File: src/rtl/riscv_pkg.sv
// Shared core definitions: load/store FSM states and RISC-V load/store funct3 size codes.
package riscv_pkg;

    typedef enum logic [1:0] {
        IDLE   = 2'd0,
        ACCESS = 2'd1,
        RESP   = 2'd2
    } lsu_state_t;

    localparam logic [2:0] F3_BYTE  = 3'b000;
    localparam logic [2:0] F3_HALF  = 3'b001;
    localparam logic [2:0] F3_WORD  = 3'b010;
    localparam logic [2:0] F3_DWORD = 3'b011;
    localparam logic [2:0] F3_BYTEU = 3'b100;
    localparam logic [2:0] F3_HALFU = 3'b101;
    localparam logic [2:0] F3_WORDU = 3'b110;

endpackage

File: src/rtl/lsu_lane_align.sv
// Combinational lane steering for the load/store unit: byte enables, store data
// shift, alignment/legality check, and load data shift plus sign/zero extension.
module lsu_lane_align
    import riscv_pkg::*;
#(
    parameter int XLEN = 32
) (
    input  logic [2:0]                 funct3,
    input  logic [$clog2(XLEN/8)-1:0]  off,
    input  logic [XLEN-1:0]            wdata,
    input  logic [XLEN-1:0]            rdata,
    output logic [XLEN/8-1:0]          be,
    output logic [XLEN-1:0]            wdata_lane,
    output logic                       fault,
    output logic [XLEN-1:0]            rdata_ext
);

    localparam int NB = XLEN / 8;
    localparam int OW = $clog2(NB);

    logic [1:0]      size;
    logic            illegal;
    logic [OW-1:0]   align_mask;
    logic [NB-1:0]   size_mask;
    logic [XLEN-1:0] rdata_sh;
    logic [XLEN-1:0] bit_mask;
    logic            sign_bit;

    // Decode size, check legality/alignment, and steer data to/from byte lanes
    always_comb begin
        size       = funct3[1:0];
        illegal    = (funct3 == 3'b111) ||
                     ((XLEN == 32) && ((funct3 == F3_DWORD) || (funct3 == F3_WORDU)));
        align_mask = OW'((4'd1 << size) - 4'd1);
        fault      = illegal | (|(off & align_mask));
        size_mask  = ~({NB{1'b1}} << (4'd1 << size));
        be         = size_mask << off;
        wdata_lane = wdata << {off, 3'b000};
        rdata_sh   = rdata >> {off, 3'b000};
        // bit_mask covers the access width; its top bit is the sign position
        bit_mask   = ~({XLEN{1'b1}} << (7'd8 << size));
        sign_bit   = |(rdata_sh & bit_mask & ~(bit_mask >> 1));
        rdata_ext  = (rdata_sh & bit_mask) |
                     ((~funct3[2] & sign_bit) ? ~bit_mask : '0);
    end

endmodule

File: src/rtl/load_store_unit.sv
// MEM-stage load/store unit: req/ack bus transaction with lane-aligned data and
// pipeline stall. Optional ACCESS wait timeout is enabled by defining LSU_TIMEOUT_EN.
module load_store_unit
    import riscv_pkg::*;
#(
    parameter int XLEN    = 32,
    parameter int ALEN    = 32,
    parameter int TIMEOUT = 15
) (
    input  logic              clk,
    input  logic              rst,
    input  logic              req_valid,
    input  logic              req_we,
    input  logic [2:0]        req_funct3,
    input  logic [ALEN-1:0]   req_addr,
    input  logic [XLEN-1:0]   req_wdata,
    output logic              stall,
    output logic              resp_valid,
    output logic [XLEN-1:0]   resp_rdata,
    output logic              misalign,
    output logic              bus_err,
    output logic              mem_req,
    output logic              mem_we,
    output logic [ALEN-1:0]   mem_addr,
    output logic [XLEN/8-1:0] mem_be,
    output logic [XLEN-1:0]   mem_wdata,
    input  logic              mem_ack,
    input  logic [XLEN-1:0]   mem_rdata
);

    localparam int NB = XLEN / 8;
    localparam int OW = $clog2(NB);

    lsu_state_t      state;
    logic [2:0]      lat_funct3;
    logic [OW-1:0]   lat_off;
    logic [2:0]      sel_funct3;
    logic [OW-1:0]   sel_off;
    logic [NB-1:0]   lane_be;
    logic [XLEN-1:0] lane_wdata;
    logic [XLEN-1:0] lane_rdata;
    logic            lane_fault;
    logic            timed_out;

    // In IDLE the aligner sees the incoming request; afterwards the latched copy
    always_comb begin
        sel_funct3 = (state == IDLE) ? req_funct3 : lat_funct3;
        sel_off    = (state == IDLE) ? req_addr[OW-1:0] : lat_off;
    end

    lsu_lane_align #(.XLEN(XLEN)) u_align (
        .funct3     (sel_funct3),
        .off        (sel_off),
        .wdata      (req_wdata),
        .rdata      (mem_rdata),
        .be         (lane_be),
        .wdata_lane (lane_wdata),
        .fault      (lane_fault),
        .rdata_ext  (lane_rdata)
    );

    assign stall = req_valid & (state != RESP);

`ifdef LSU_TIMEOUT_EN
    localparam int CW = ($clog2(TIMEOUT + 1) > 4) ? $clog2(TIMEOUT + 1) : 4;

    logic [CW-1:0] wait_cnt;

    // Count ACCESS cycles without ack; held at zero while IDLE so each access starts fresh
    always_ff @(posedge clk or posedge rst) begin
        if (rst) begin
            wait_cnt <= '0;
        end else if (state == IDLE) begin
            wait_cnt <= '0;
        end else if ((state == ACCESS) && !mem_ack) begin
            wait_cnt <= wait_cnt + 1'b1;
        end
    end

    assign timed_out = (wait_cnt == CW'(TIMEOUT - 1));
`else
    logic unused_timeout;

    assign unused_timeout = (TIMEOUT >= 1);
    assign timed_out      = 1'b0;
`endif

    // Access FSM with registered bus and response outputs
    always_ff @(posedge clk or posedge rst) begin
        if (rst) begin
            state      <= IDLE;
            lat_funct3 <= '0;
            lat_off    <= '0;
            mem_req    <= 1'b0;
            mem_we     <= 1'b0;
            mem_addr   <= '0;
            mem_be     <= '0;
            mem_wdata  <= '0;
            resp_valid <= 1'b0;
            resp_rdata <= '0;
            misalign   <= 1'b0;
            bus_err    <= 1'b0;
        end else begin
            resp_valid <= 1'b0;
            misalign   <= 1'b0;
            bus_err    <= 1'b0;
            case (state)
                IDLE: begin
                    if (req_valid) begin
                        if (lane_fault) begin
                            state      <= RESP;
                            resp_valid <= 1'b1;
                            misalign   <= 1'b1;
                            resp_rdata <= '0;
                        end else begin
                            state      <= ACCESS;
                            lat_funct3 <= req_funct3;
                            lat_off    <= req_addr[OW-1:0];
                            mem_req    <= 1'b1;
                            mem_we     <= req_we;
                            mem_addr   <= {req_addr[ALEN-1:OW], {OW{1'b0}}};
                            mem_be     <= lane_be;
                            mem_wdata  <= lane_wdata;
                        end
                    end
                end
                ACCESS: begin
                    if (mem_ack) begin
                        state      <= RESP;
                        mem_req    <= 1'b0;
                        resp_valid <= 1'b1;
                        resp_rdata <= mem_we ? '0 : lane_rdata;
                    end else if (timed_out) begin
                        state      <= RESP;
                        mem_req    <= 1'b0;
                        resp_valid <= 1'b1;
                        bus_err    <= 1'b1;
                        resp_rdata <= '0;
                    end
                end
                RESP: begin
                    state <= IDLE;
                end
                default: begin
                    state <= IDLE;
                end
            endcase
        end
    end

endmodule

File: config.mk
export PLATFORM = sky130hd
export DESIGN_NAME = load_store_unit
export DESIGN_NICKNAME = d
export VERILOG_FILES = /design/src/rtl/riscv_pkg.sv /design/src/rtl/lsu_lane_align.sv /design/src/rtl/load_store_unit.sv
export SDC_FILE = /design/constraint.sdc
export NUM_CORES = 1
export LEC_CHECK = 0
export ABC_AREA = 1
export BUFFER_PORTS_ARGS = -buffer_cell sky130_fd_sc_hd__buf_4
export CAP_MARGIN = 30
export CORE_MARGIN = 4
export CORE_UTILIZATION = 53
export CTS_CLUSTER_DIAMETER = 200
export CTS_CLUSTER_SIZE = 20
export DETAILED_ROUTE_END_ITERATION = 16
export GPL_ROUTABILITY_DRIVEN = 1
export MAX_ROUTING_LAYER = met4
export PLACE_DENSITY = 0.86
export SETUP_SLACK_MARGIN = 0.15
export SLEW_MARGIN = 20
export SYNTH_ARGS = -nofsm -noshare
export SYNTH_HDL_FRONTEND = slang
export SYNTH_SLANG_ARGS = --single-unit
File: constraint.sdc
create_clock -name clk -period 5.12 [get_ports clk]
set_input_delay 0.256 -clock clk [delete_from_list [all_inputs] [get_ports clk]]
set_output_delay 0.256 -clock clk [all_outputs]
set_load 0.05 [all_outputs]
Word level (Yosys, flattened, before mapping)
Cells that the tools add are included.

cells by class
  $add $sub $neg = 1
  equality and inequality tests = 9
  shift operators = 7
  muxes and demuxes = 21
  bitwise logic cells = 13
  reductions and logical operators = 10

operators with widths
  operator               count
  $mux 32                5
  $and 32x32->32         2
  $not 32->32            2
  $pmux 32 s2            1
  $not 31->32            1
  $or 32x32->32          1
  $reduce_or 32->1       1
  $shl 32x5->32          1
  $shl 32x7->32 const A  1
  $shr 32x5->32          1
  $ne 2x2->1 const B     5
  $mux 2                 4
  $reduce_and 4->1       2
  $mux 1                 7
  $shl 4x2->7 const A    1
  $eq 3x3->1 const B     2
  $not 4->4              1
  $pmux 1 s2             2
  $pmux 2 s2             1
  $shl 1x2->4 const A    1
  $shl 4x2->4            1
  $shl 4x4->4 const A    1
  $eq 3x2->1 const B     1
  $mux 3                 1
  other kinds (12)       15

storage, ports and cells
  register bits = 109
  input bits = 104
  output and inout port bits = 106
  logic and storage cells = 72

Logic depth before layout (Yosys ltp)
Gate-level depths: netlist of run 1.

  word-level depth = 14
  depth in mapped cells = 12
  mapped depth without buffers = 11

Modules after synthesis
From an unflattened synthesis of run 1, not the netlist that was laid out.

unflattened totals
  cells, all modules = 831
  area, all modules = 5919.4 um2

by module, submodules not included
  module           instances  cells an instance  area an instance (um2)  seq. area each (um2)
  load_store_unit  1          556                4624.4                  2727.6
  lsu_lane_align   1          275                1295.0                  0.0

Worst setup path after synthesis of run 1
Ideal clock, no wire load.

  path type = register to register
  start point = register state[1]
  end point = register mem_wdata[10]
  library setup time = 127 ps
  data arrival time = 1607 ps
  required time = 4993 ps
  slack = 3386 ps
  cell stages (with the launch flop) = 12
  path buffers = 1
  clock period less this slack = 1734 ps
  cell sequence = dfrtp_1 > nor2_4 > nand2_1 > o21ai_2 > inv_2 > nand2_1 > nand2_4 > nor2_8 > inv_2 > buf_2 > nand2_1 > o21ai_1

on the way
  cells in the longest elaborated chain, start to end = 9
  elaborated cells on any way between the ends = 16
  those cells by class = add/sub: 1; eq/ne: 3; shift: 2; mux: 2; bitwise: 3; reduce/logical: 5

RTL lines
  element                            RTL line                                                              text
  start, declared                    load_store_unit.sv:34                                                 lsu_state_t state;
  start signal, assigned             load_store_unit.sv:91                                                 state <= IDLE;
  start signal, assigned             load_store_unit.sv:111                                                state <= RESP;
  start signal, assigned             load_store_unit.sv:116                                                state <= ACCESS;
  $logic_not 2->1 *                  load_store_unit.sv:47, load_store_unit.sv:48, load_store_unit.sv:107
  $mux 3                             load_store_unit.sv:47                                                 sel_funct3 = (state == IDLE) ? req_funct3 : lat_funct3;
  $shl 1x2->4                        lsu_lane_align.sv:34                                                  align_mask = OW'((4'd1 << size) - 4'd1);
  $sub 2x1->2                        lsu_lane_align.sv:34
  $and 2x2->2                        lsu_lane_align.sv:35                                                  fault = illegal | (|(off & align_mask));
  $reduce_or 2->1                    lsu_lane_align.sv:35
  $or 1x1->1                         lsu_lane_align.sv:35
  $not 1->1 (no source line)         -
  $reduce_and 3->1 (no source line)  -
  end signal, assigned               load_store_unit.sv:123                                                mem_wdata <= lane_wdata;
  end, declared                      load_store_unit.sv:26                                                 output logic [XLEN-1:0] mem_wdata,

Every way passes the cells marked *; elsewhere a longest branch is shown, timed or not.
A chain may end at the register's enable or synchronous reset.

Final worst setup path of run 1
  start point = register state[1]
  end point = register mem_wdata[0]

Same word-level chain as after synthesis.

==> results.tsv, run 1 <==
metric	value	unit
critical_path_class	flip-flop to flip-flop	
synth_top_family_by_area	simple AND/OR/NAND/NOR gates	
rsz0062_at_grt	no	
tightest_slew	0.850	ns
die_area	0.0119	mm²
multiInputGateArea	0.00233	mm²
p_per_area	788	mW/mm²
ir_drop	0.415	mV
endpoint_kind	flip-flop	
wire_per_inst	16.1	µm
p_int	2.42	mW
regArea	0.00273	mm²
finalSetupViolations	0	
pin_count	210	
hold_start	mem_ack	
grtUsageTotal	28.5	%
max-cap-violations	0	
p_sw	3.24	mW
layout_commonest_cell	nand2_1	
antenna_found_initial	0	
synth_top_area_share	50.2	%
post-route-period-util	68.4	%
p_leak	3.97	nW
power.share.clock	8.6	%
cts_tree	built	
cts-root-buf	clkbuf_8	
cts_htree_levels	3	
rows	36	
n_fill_cell	788	
cts-buffers-inserted	9	
synthMuxAreaShare	0	%
drive_above_1_share	27.4	%
clk_pin_slew	0.10	ns
critPathBufInv	3	
num_vias	5596	
pwr-share-comb	65.2	%
synthAdderAreaFrac	0	%
yosys-top-cells-area	dfrtp_1, nand2_1, o21ai_0	
min_to	state[0]$_DFFE_PP0P_	
final_core_utilization	72.8	%
status	completed	
holdBufCountCts	1	
clock_path_buffers	2	
dp_hpwl	12100	µm
r2r_end	mem_wdata[0]$_DFFE_PP0P_	
die_x	109	µm
postSynthCellCount	723	
cp.depth	12	
die_h	109	µm
crit_chain	nor2_4, nand2_1, nand2_2, buf_4, nand3_1, nand2_1, nand2_4, nor2_8, inv_2, buf_4, nand2_1, o21ai_1	
critPathMaxStageDelay	0.55	ns
final_cell_mix	nand2_1, buf_4, dfrtp_1, o21ai_0, inv_1	
timing.rr.start	state[1]$_DFFE_PP0P_	
cp_slowest_cell	nor2_8	
cp.required	5.36	ns
synth-simple-area-share	29.3	%
ant_nets	0	
synth-seq-cells	109	
overflow	0	
tns	0	ns
diodes	0	
synth-xor-area-share	0	%
fmaxAchievable	285	MHz
nNetsFinal	1007	
hold_path_class	input port to flip-flop	
finClkSkew	0.0119	ns
post_cts_buffers	0	
cts_sinks	109	
coreArea	0.00986	mm²
dr.pass1.iters	5	
crit_top_cell	nand2_1	
power	5.66	mW
reg2reg_slack	1.62	ns
finalHoldWorstSlack	0.0722	ns
start_util	55.1	%
place_area	0.00696	mm²
slew_headroom	43.2	%
netlist_area	0.00543	mm²
grt_max_degree	82	
avgSynthCellArea	7.51	µm²
crit_family	simple AND/OR/NAND/NOR gates	
postLayoutCellArea	0.00718	mm²
syn_to_final_growth	32.1	%
gp_congestion	0.934	
clk_latency	0.37	ns
critPathLaunchType	flip-flop	
synth_top_cell_by_area	dfrtp_1	
synth-compound-area-share	13.3	%
cts-resized-gates	0	
synth_seq_area_share	50.2	%
min_path_cells	2	
reg2reg_depth	12	
cp.arrival	3.74	ns
first_global_vias	5462	
synth_cell_types	29	
drc	0	
wl	16800	µm
finalHoldViolCount	0	
initialDrtViolationCount	655	
layout_min_cycle_time	3.50	ns
grt_first_pass_wirelength	26000	µm
io_buffer_count	206	
crit_fanout	69	
yosysWarnings	0	
drv_slew	0	
viasPerCell	5.38	
seq_power_share	26.3	%
switching_share	57.3	%
[per-layer routing]
metal | up-vias | track usage [%] | share of wire (%)
met5 | - | - | 0
met4 | 0 | 11.9 | 3.6
met3 | 58 | 4.62 | 8.3
met2 | 295 | 46.8 | 49
met1 | 2591 | 35.3 | 39
li1 | 2652 | - | -
[metrics by stage]
stage | std cells | setup slack [ns]
6_report | 1041 | 1.62
5_1_grt | 1041 | 1.26
4_1_cts | 1039 | 1.66
3_5_place_dp | 1022 | 1.69
3_3_place_gp | 1022 | 1.86
2_1_floorplan | 725 | 1.99
[Yosys cell counts, drive strengths merged]
| library cell | count |
|---|---|
| a21oi | 31 |
| buf | 32 |
| clkbuf | 14 |
| clkinv | 1 |
| conb | 1 |
| dfrtp | 109 |
| inv | 42 |
| nand2 | 318 |
| nand3 | 32 |
| nand4 | 1 |
| nor2 | 37 |
| o211ai | 11 |
| o21a | 4 |
| o21ai | 68 |
| o221ai | 4 |
| o22ai | 9 |
| o31ai | 1 |
| or2 | 8 |
[power by group through the flow]
stage | Combinational (mW) | Sequential [mW] | Clock [mW]
6_report | 3.69 | 1.49 | 0.484
3_5_place_dp | 3.67 | 1.49 | 0
3_3_place_gp | 3.57 | 1.48 | 0
2_1_floorplan | 1.46 | 2.68 | 0
5_1_grt | 3.96 | 1.53 | 0.533
4_1_cts | 3.68 | 1.48 | 0.489
[cell type report]
cell class,instances,share of cell area [%]
Sequential cell,109,38.0
Clock inverter,6,0.628
Multi-Input combinational cell,527,32.4
Inverter,43,2.28
Clock buffer,10,1.78
Tap cell,133,2.32
Timing Repair Buffer,213,22.5
[kinds of logic (layout without fill, tap and decap cells)]
kind of cell	Yosys count	after routing
DFF	109	109
other	1	3
buffers and inverters	89	272
AOI/OAI and AO/OA	128	128
and+or+nand+nor	396	396
[worst max-delay path by stage]
| stage | slack (ns) | start | endpoint |
|---|---|---|---|
| finish | 1.62 | state[1]$_DFFE_PP0P_ | mem_wdata[0]$_DFFE_PP0P_ |
| global route | 1.26 | state[1]$_DFFE_PP0P_ | mem_wdata[0]$_DFFE_PP0P_ |
| CTS | 1.66 | state[1]$_DFFE_PP0P_ | mem_wdata[0]$_DFFE_PP0P_ |
| detailed placement | 1.69 | state[1]$_DFFE_PP0P_ | mem_wdata[0]$_DFFE_PP0P_ |
| global placement | 1.86 | state[1]$_DFFE_PP0P_ | mem_be[1]$_DFFE_PP0P_ |
| floorplan | 1.99 | rst | lat_funct3[0]$_DFFE_PP0P_ |
[state kept, by name, summed over array words and instances (netlist names)]
name	flops
resp_rdata	32
lat_off	2
mem_req	1
resp_valid	1
mem_be	4
misalign	1
mem_we	1
mem_wdata	32
mem_addr	30
state	2
lat_funct3	3
Note: power is estimated with default switching activity, not from simulation.
==> run 2, diff against run 1 <==
--- a/config.mk
+++ b/config.mk
@@ -5,17 +5,17 @@
 export SDC_FILE = /design/constraint.sdc
 export NUM_CORES = 1
 export LEC_CHECK = 0
-export ABC_AREA = 1
+export ABC_AREA = 0
 export BUFFER_PORTS_ARGS = -buffer_cell sky130_fd_sc_hd__buf_4
 export CAP_MARGIN = 30
 export CORE_MARGIN = 4
-export CORE_UTILIZATION = 53
+export CORE_UTILIZATION = 45
 export CTS_CLUSTER_DIAMETER = 200
 export CTS_CLUSTER_SIZE = 20
 export DETAILED_ROUTE_END_ITERATION = 16
 export GPL_ROUTABILITY_DRIVEN = 1
 export MAX_ROUTING_LAYER = met4
-export PLACE_DENSITY = 0.86
+export PLACE_DENSITY = 0.77
 export SETUP_SLACK_MARGIN = 0.15
 export SLEW_MARGIN = 20
 export SYNTH_ARGS = -nofsm -noshare
==> constraint.sdc (replaced) <==
create_clock -name clk -period 3.06 [get_ports clk]
set_input_delay 0.153 -clock clk [delete_from_list [all_inputs] [get_ports clk]]
set_output_delay 0.153 -clock clk [all_outputs]
set_load 0.05 [all_outputs]
==> results.tsv, run 2 <==
metric	value	unit	change
status	completed		
syn_to_final_growth	34.1	%	
grt_first_pass_wirelength	27000	µm	+3.7%
num_vias	4776		-15%
clk_latency	0.35	ns	-0.02 ns
regArea	0.00273	mm²	unchanged
io_buffer_count	206		unchanged
layout_commonest_cell	buf_4		
finClkSkew	0.0135	ns	+0.00162 ns
layout_min_cycle_time	2.65	ns	-0.854 ns
critical_path_class	flip-flop to flip-flop		
nNetsFinal	806		-20%
tightest_slew	0.820	ns	-0.0304 ns
cts_tree	built		
reg2reg_slack	0.41	ns	-1.21 ns
postSynthCellCount	506		-30%
dp_hpwl	12500	µm	+3.5%
synth_cell_types	51		+76%
start_util	46.6	%	-8.4 points
yosys-top-cells-area	dfrtp_1, mux2_4, nand2_1		
viasPerCell	5.46		+1.7%
synth_top_area_share	48.1	%	-2.1 points
grt_max_degree	51		-38%
grtUsageTotal	24.2	%	-4.3 points
final_cell_mix	buf_4, nand2_1, dfrtp_1, mux2_4, o21ai_0		
coreArea	0.0122	mm²	+23%
initialDrtViolationCount	280		-57%
ir_drop	0.600	mV	+44%
hold_start	req_addr[3]		
die_x	120	µm	+10%
cp.arrival	2.88	ns	-0.86 ns
clk_pin_slew	0.07	ns	-0.03 ns
wire_per_inst	19.5	µm	+21%
drv_slew	0		unchanged
gp_congestion	0.939		+0.62%
avgSynthCellArea	11.2	µm²	+49%
place_area	0.00730	mm²	+4.8%
wl	17100	µm	+1.8%
cts_sinks	109		unchanged
synth_ff_type	dfrtp_1		
overflow	0		unchanged
yosysWarnings	0		unchanged
cp.required	3.29	ns	-2.07 ns
rsz0062_at_grt	no		
netlist_top_cells_count	nand2_1, dfrtp_1, mux2_4		
tns	0	ns	unchanged
synth_seq_area_share	48.1	%	-2.1 points
p_leak	3.85	nW	-3.1%
synth-seq-cells	109		unchanged
p_sw	4.95	mW	+53%
cts_htree_levels	3		unchanged
fmaxAchievable	377	MHz	+32%
dr.pass1.iters	5		unchanged
r2r_end	resp_rdata[16]$_DFFE_PP0P_		
synth_top_cell_by_area	dfrtp_1		
finalSetupViolations	0		unchanged
die_h	120	µm	+10%
drive_above_1_share	44.2	%	+17 points
post_cts_buffers	0		unchanged
cts-buffers-inserted	9		unchanged
synthArstFlopShare	100	%	unchanged
seq_power_share	25.6	%	-0.7 points
n_fill_cell	1020		+29%
power.share.clock	11.3	%	+2.7 points
switching_share	49.8	%	-7.5 points
p_int	5.00	mW	+110%
diodes	0		unchanged
min_path_cells	2		unchanged
die_area	0.0145	mm²	+21%
synth_most_common_cell	nand2_1		
slew_headroom	45.2	%	+2.0 points
antenna_found_initial	0		unchanged
pin_count	210		unchanged
netlist_area	0.00567	mm²	+4.4%
top_regs	mem_wdata: 32 flops, resp_rdata: 32 flops, mem_addr: 30 flops		
finalHoldViolCount	0		unchanged
postLayoutCellArea	0.00761	mm²	+6.0%
multiInputGateArea	0.00265	mm²	+14%
timing.rr.start	state[1]$_DFFE_PP0P_		
hold_path_class	input port to flip-flop		
crit_fanout	16		-77%
post-route-period-util	86.6	%	+18 points
p_per_area	1310	mW/mm²	+66%
synth-edff-count	0		unchanged
endpoint_kind	flip-flop		
drc	0		unchanged
clock_path_buffers	2		unchanged
ant_nets	0		unchanged
rows	40		+11%
critPathLaunchType	flip-flop		
reg2reg_depth	5		-7
cts-root-buf	clkbuf_16		
max-cap-violations	0		unchanged
first_global_vias	4959		-9.2%
pwr-share-comb	63.1	%	-2.1 points
min_to	mem_addr[3]$_DFFE_PP0P_		
## run 2: changes by cell type after synthesis, sizes merged, moves of 11 or more
cell and change:
o21ai -30, mux2 +63, mux2i +18, o31ai +11, o211ai -11, nand3 -23
inv -37, nand2 -204, nor2 -24
## run 2: logic make-up after synthesis
group	after synthesis	synth area share (%)
compound gates	119	14.9
buf+inv	42	5.29
flops	109	48.1
mux	81	19.7
other cells	1	0.0661
simple gates	154	11.9
## run 2: how the worst max path moves through the flow
stage / start / to
after floorplan: state[1]$_DFFE_PP0P_ / lat_off[0]$_DFFE_PP0P_
after global placement: state[1]$_DFFE_PP0P_ / resp_rdata[26]$_DFFE_PP0P_
after detailed placement: state[1]$_DFFE_PP0P_ / resp_rdata[27]$_DFFE_PP0P_
after CTS: state[1]$_DFFE_PP0P_ / resp_rdata[27]$_DFFE_PP0P_
after global routing: state[1]$_DFFE_PP0P_ / resp_rdata[23]$_DFFE_PP0P_
final: state[1]$_DFFE_PP0P_ / resp_rdata[16]$_DFFE_PP0P_
## run 2: through the flow
stage                     std cells  hold slack (ns)  power (mW)  util [%]  worst slack (ns)
after floorplan                 508            0.242        7.17         -             0.860
after global placement          857            0.328        8.71      60.0             0.480
after detailed placement        857            0.338        8.84      60.0             0.356
after CTS                       874           0.0225        9.99      62.5             0.317
after global routing            874           0.0231        10.5      62.5             0.229
final                           874           0.0356        9.95      62.5             0.410
## run 2: routing by layer
metal | GRT usage [%] | routed length, µm | part of all wire, % | vias to the layer above
li1 | - | - | - | 2180
met1 | 33.1 | 7570 | 44 | 2349
met2 | 38.5 | 8110 | 47 | 230
met3 | 3.46 | 1180 | 6.9 | 17
met4 | 6.23 | 216 | 1.3 | 0
met5 | - | 0 | 0 | -
## run 2: final cells by class
| cell class | count | share of cell area [%] |
|---|---|---|
| sequential | 109 | 35.9 |
| multi-input combinational | 357 | 34.9 |
| timing repair buffer | 220 | 22.5 |
| clock buffer | 11 | 3.32 |
| tap | 168 | 2.76 |
| clock inverter | 4 | 0.411 |
| inverter | 5 | 0.296 |
## run 2: timing repair
item | CTS | global route
hold buffers | 2 | 0
resized for setup | 0 | 1
hold endpoints to repair | 33 | 0
setup endpoints to repair | 0 | 13
## run 2: power by group through the flow
stage / combinational, mW / sequential, mW / clock [mW]
3_5_place_dp: 6.28 / 2.55 / 0
5_1_grt: 6.64 / 2.62 / 1.22
3_3_place_gp: 6.18 / 2.53 / 0
4_1_cts: 6.29 / 2.55 / 1.15
2_1_floorplan: 2.70 / 4.47 / 0
6_report: 6.28 / 2.55 / 1.12
## run 2: critical path, stage by stage, from the launching register on
cell and delay [ns]:
dfrtp_1 0.48, nor2_4 0.41, mux2i_2 0.45, nand2_1 0.37, o2111a_2 0.51, a211o_1 0.32
==> run 3, diff against run 2 <==
--- a/config.mk
+++ b/config.mk
@@ -8,14 +8,16 @@
 export ABC_AREA = 0
 export BUFFER_PORTS_ARGS = -buffer_cell sky130_fd_sc_hd__buf_4
 export CAP_MARGIN = 30
+export CORE_ASPECT_RATIO = 0.5
 export CORE_MARGIN = 4
-export CORE_UTILIZATION = 45
+export CORE_UTILIZATION = 46
+export CTS_BUF_LIST = sky130_fd_sc_hd__clkbuf_4 sky130_fd_sc_hd__clkbuf_8
 export CTS_CLUSTER_DIAMETER = 200
 export CTS_CLUSTER_SIZE = 20
 export DETAILED_ROUTE_END_ITERATION = 16
 export GPL_ROUTABILITY_DRIVEN = 1
 export MAX_ROUTING_LAYER = met4
-export PLACE_DENSITY = 0.77
+export PLACE_DENSITY = 0.78
 export SETUP_SLACK_MARGIN = 0.15
 export SLEW_MARGIN = 20
 export SYNTH_ARGS = -nofsm -noshare
==> results.tsv, run 3 (same netlist as run 2, synthesis figures left out) <==
metric	value	unit	change
finClkSkew	0.0124	ns	-0.00111 ns
start_util	47.5	%	+0.84 points
power	9.70	mW	-2.5%
overflow	0		unchanged
pin_count	210		unchanged
hold_path_class	input port to flip-flop		
antenna_found_initial	0		unchanged
critPathLaunchType	flip-flop		
ant_nets	0		unchanged
die_area	0.0143	mm²	-1.3%
layout_min_cycle_time	2.74	ns	+0.0910 ns
wire_per_inst	18.4	µm	-6.0%
clk_latency	0.37	ns	+0.02 ns
pwr-share-comb	65.1	%	+2.0 points
final_cell_mix	buf_4, nand2_1, dfrtp_1, mux2_4, o21ai_0		
fmaxAchievable	365	MHz	-3.3%
finalSetupViolations	0		unchanged
reg2reg_slack	0.32	ns	-0.09 ns
seq_power_share	25.7	%	about the same
top_regs	mem_wdata: 32 flops, resp_rdata: 32 flops, mem_addr: 30 flops		
die_x	165	µm	+37%
crit_fanout	16		unchanged
dr.pass1.iters	4		-1
tns	0	ns	unchanged
cts_tree	built		
post-route-period-util	89.6	%	+3.0 points
wl	16600	µm	-3.0%
switching_share	50.3	%	+0.58 points
dp_hpwl	11400	µm	-9.0%
gp_congestion	0.923		-1.7%
cts_htree_levels	3		unchanged
p_sw	4.88	mW	-1.3%
grt_first_pass_wirelength	25100	µm	-6.9%
grtUsageTotal	23.0	%	-1.2 points
clock_path_buffers	2		unchanged
drc	0		unchanged
cts-buffers-inserted	9		unchanged
num_vias	4768		-0.17%
cp.required	3.32	ns	+0.03 ns
viasPerCell	5.29		-3.3%
status	completed		
p_per_area	1240	mW/mm²	-4.9%
ir_drop	0.697	mV	+16%
initialDrtViolationCount	342		+22%
cts-root-buf	clkbuf_8		
io_buffer_count	206		unchanged
coreArea	0.0119	mm²	-1.8%
power.share.clock	9.2	%	-2.1 points
layout_commonest_cell	buf_4		
preCtsSetupSlack	0.417	ns	+0.0612 ns
drive_above_1_share	43.0	%	-1.2 points
clk_pin_slew	0.10	ns	+0.03 ns
rows	28		-30%
first_global_vias	4763		-4.0%
finalHoldViolCount	0		unchanged
drv_slew	0		unchanged
max-cap-violations	0		unchanged
cts_sinks	109		unchanged
die_h	86.5	µm	-28%
diodes	0		unchanged
setup_ws	0.319	ns	-0.0910 ns
tightest_slew	0.794	ns	-0.0254 ns
layoutNonFillerInstCount	902		+3.2%
cp.arrival	3.00	ns	+0.12 ns
critical_path_class	flip-flop to flip-flop		
slew_headroom	46.7	%	+1.5 points
p_int	4.82	mW	-3.6%
nNetsFinal	836		+3.7%
endpoint_kind	flip-flop		
syn_to_final_growth	37.5	%	
grt_max_degree	110		+120%
rsz0062_at_grt	yes		
dp.cells	857		unchanged
p_leak	3.94	nW	+2.3%
-- run 3: cell types whose count changed in the layout (fill, tap and decap cells not counted), sizes merged --
cell,delta
clkinv,+2
clkinvlp,-2
dlygate4sd3,+27
inv,+1
clkbuf,-1
buf,+3
bufinv,+1
-- run 3: through the flow --
stage | cell area (µm²) | hold WS [ns] | utilization (%)
floorplan | 5680 | 0.242 | -
CTS | 7710 | 0.0000483 | 64.6
finish | 7800 | 0.0226 | 65.3
global route | 7800 | 0.00288 | 65.3
detailed placement | 7300 | 0.364 | 61.1
global placement | 7300 | 0.372 | 61.1
-- run 3: cell type report --
class                   instances  area (µm²)
repair buffers                250        1990
flip-flops and latches        109        2730
fillers                       947        4150
clock buffers                  10         131
multi-input cells             357        2660
clock inverters                 6        68.8
inverters                       5        22.5
well taps                     165         206
-- run 3: power by group through the flow --
stage	clock network, mW	registers, mW	logic, mW
floorplan	0	4.47	2.70
global placement	0	2.50	6.19
detailed placement	0	2.51	6.28
CTS	0.919	2.49	6.32
global route	0.971	2.58	6.66
finish	0.891	2.50	6.32
-- run 3: critical path: stages (launching register included) --
cell	delay, ns
dfrtp_1	0.54
nor2_4	0.15
a21oi_2	0.25
buf_4	0.27
mux2i_1	0.47
a22oi_1	0.22
o2111a_2	0.43
a221o_1	0.30
-- run 3: repair_timing --
action,in CTS,in global routing
hold buffers,21,8
gates resized for setup,0,1
buffers inserted,0,0
endpoints found under the setup margin,0,1
endpoints found under the hold margin,129,8
-- run 3: worst paths after layout --
check / start / depth (start not counted) / to
min reg2reg: resp_rdata[7]$_DFFE_PP0P_ / 2 / resp_rdata[7]$_DFFE_PP0P_
max reg2reg: state[0]$_DFFE_PP0P_ / 7 / resp_rdata[30]$_DFFE_PP0P_
max: state[0]$_DFFE_PP0P_ / 7 / resp_rdata[30]$_DFFE_PP0P_
min in group asynchronous: rst / 4 / mem_addr[7]$_DFFE_PP0P_
max in group asynchronous: rst / 4 / mem_wdata[9]$_DFFE_PP0P_
min: req_addr[29] / 2 / mem_addr[29]$_DFFE_PP0P_
-- run 3: layer usage --
layer / track usage, % / wire, µm
met1: 30.4 / 7220
met2: 37.4 / 8050
met3: 4.13 / 978
met4: 5.89 / 310
met5: - / 0
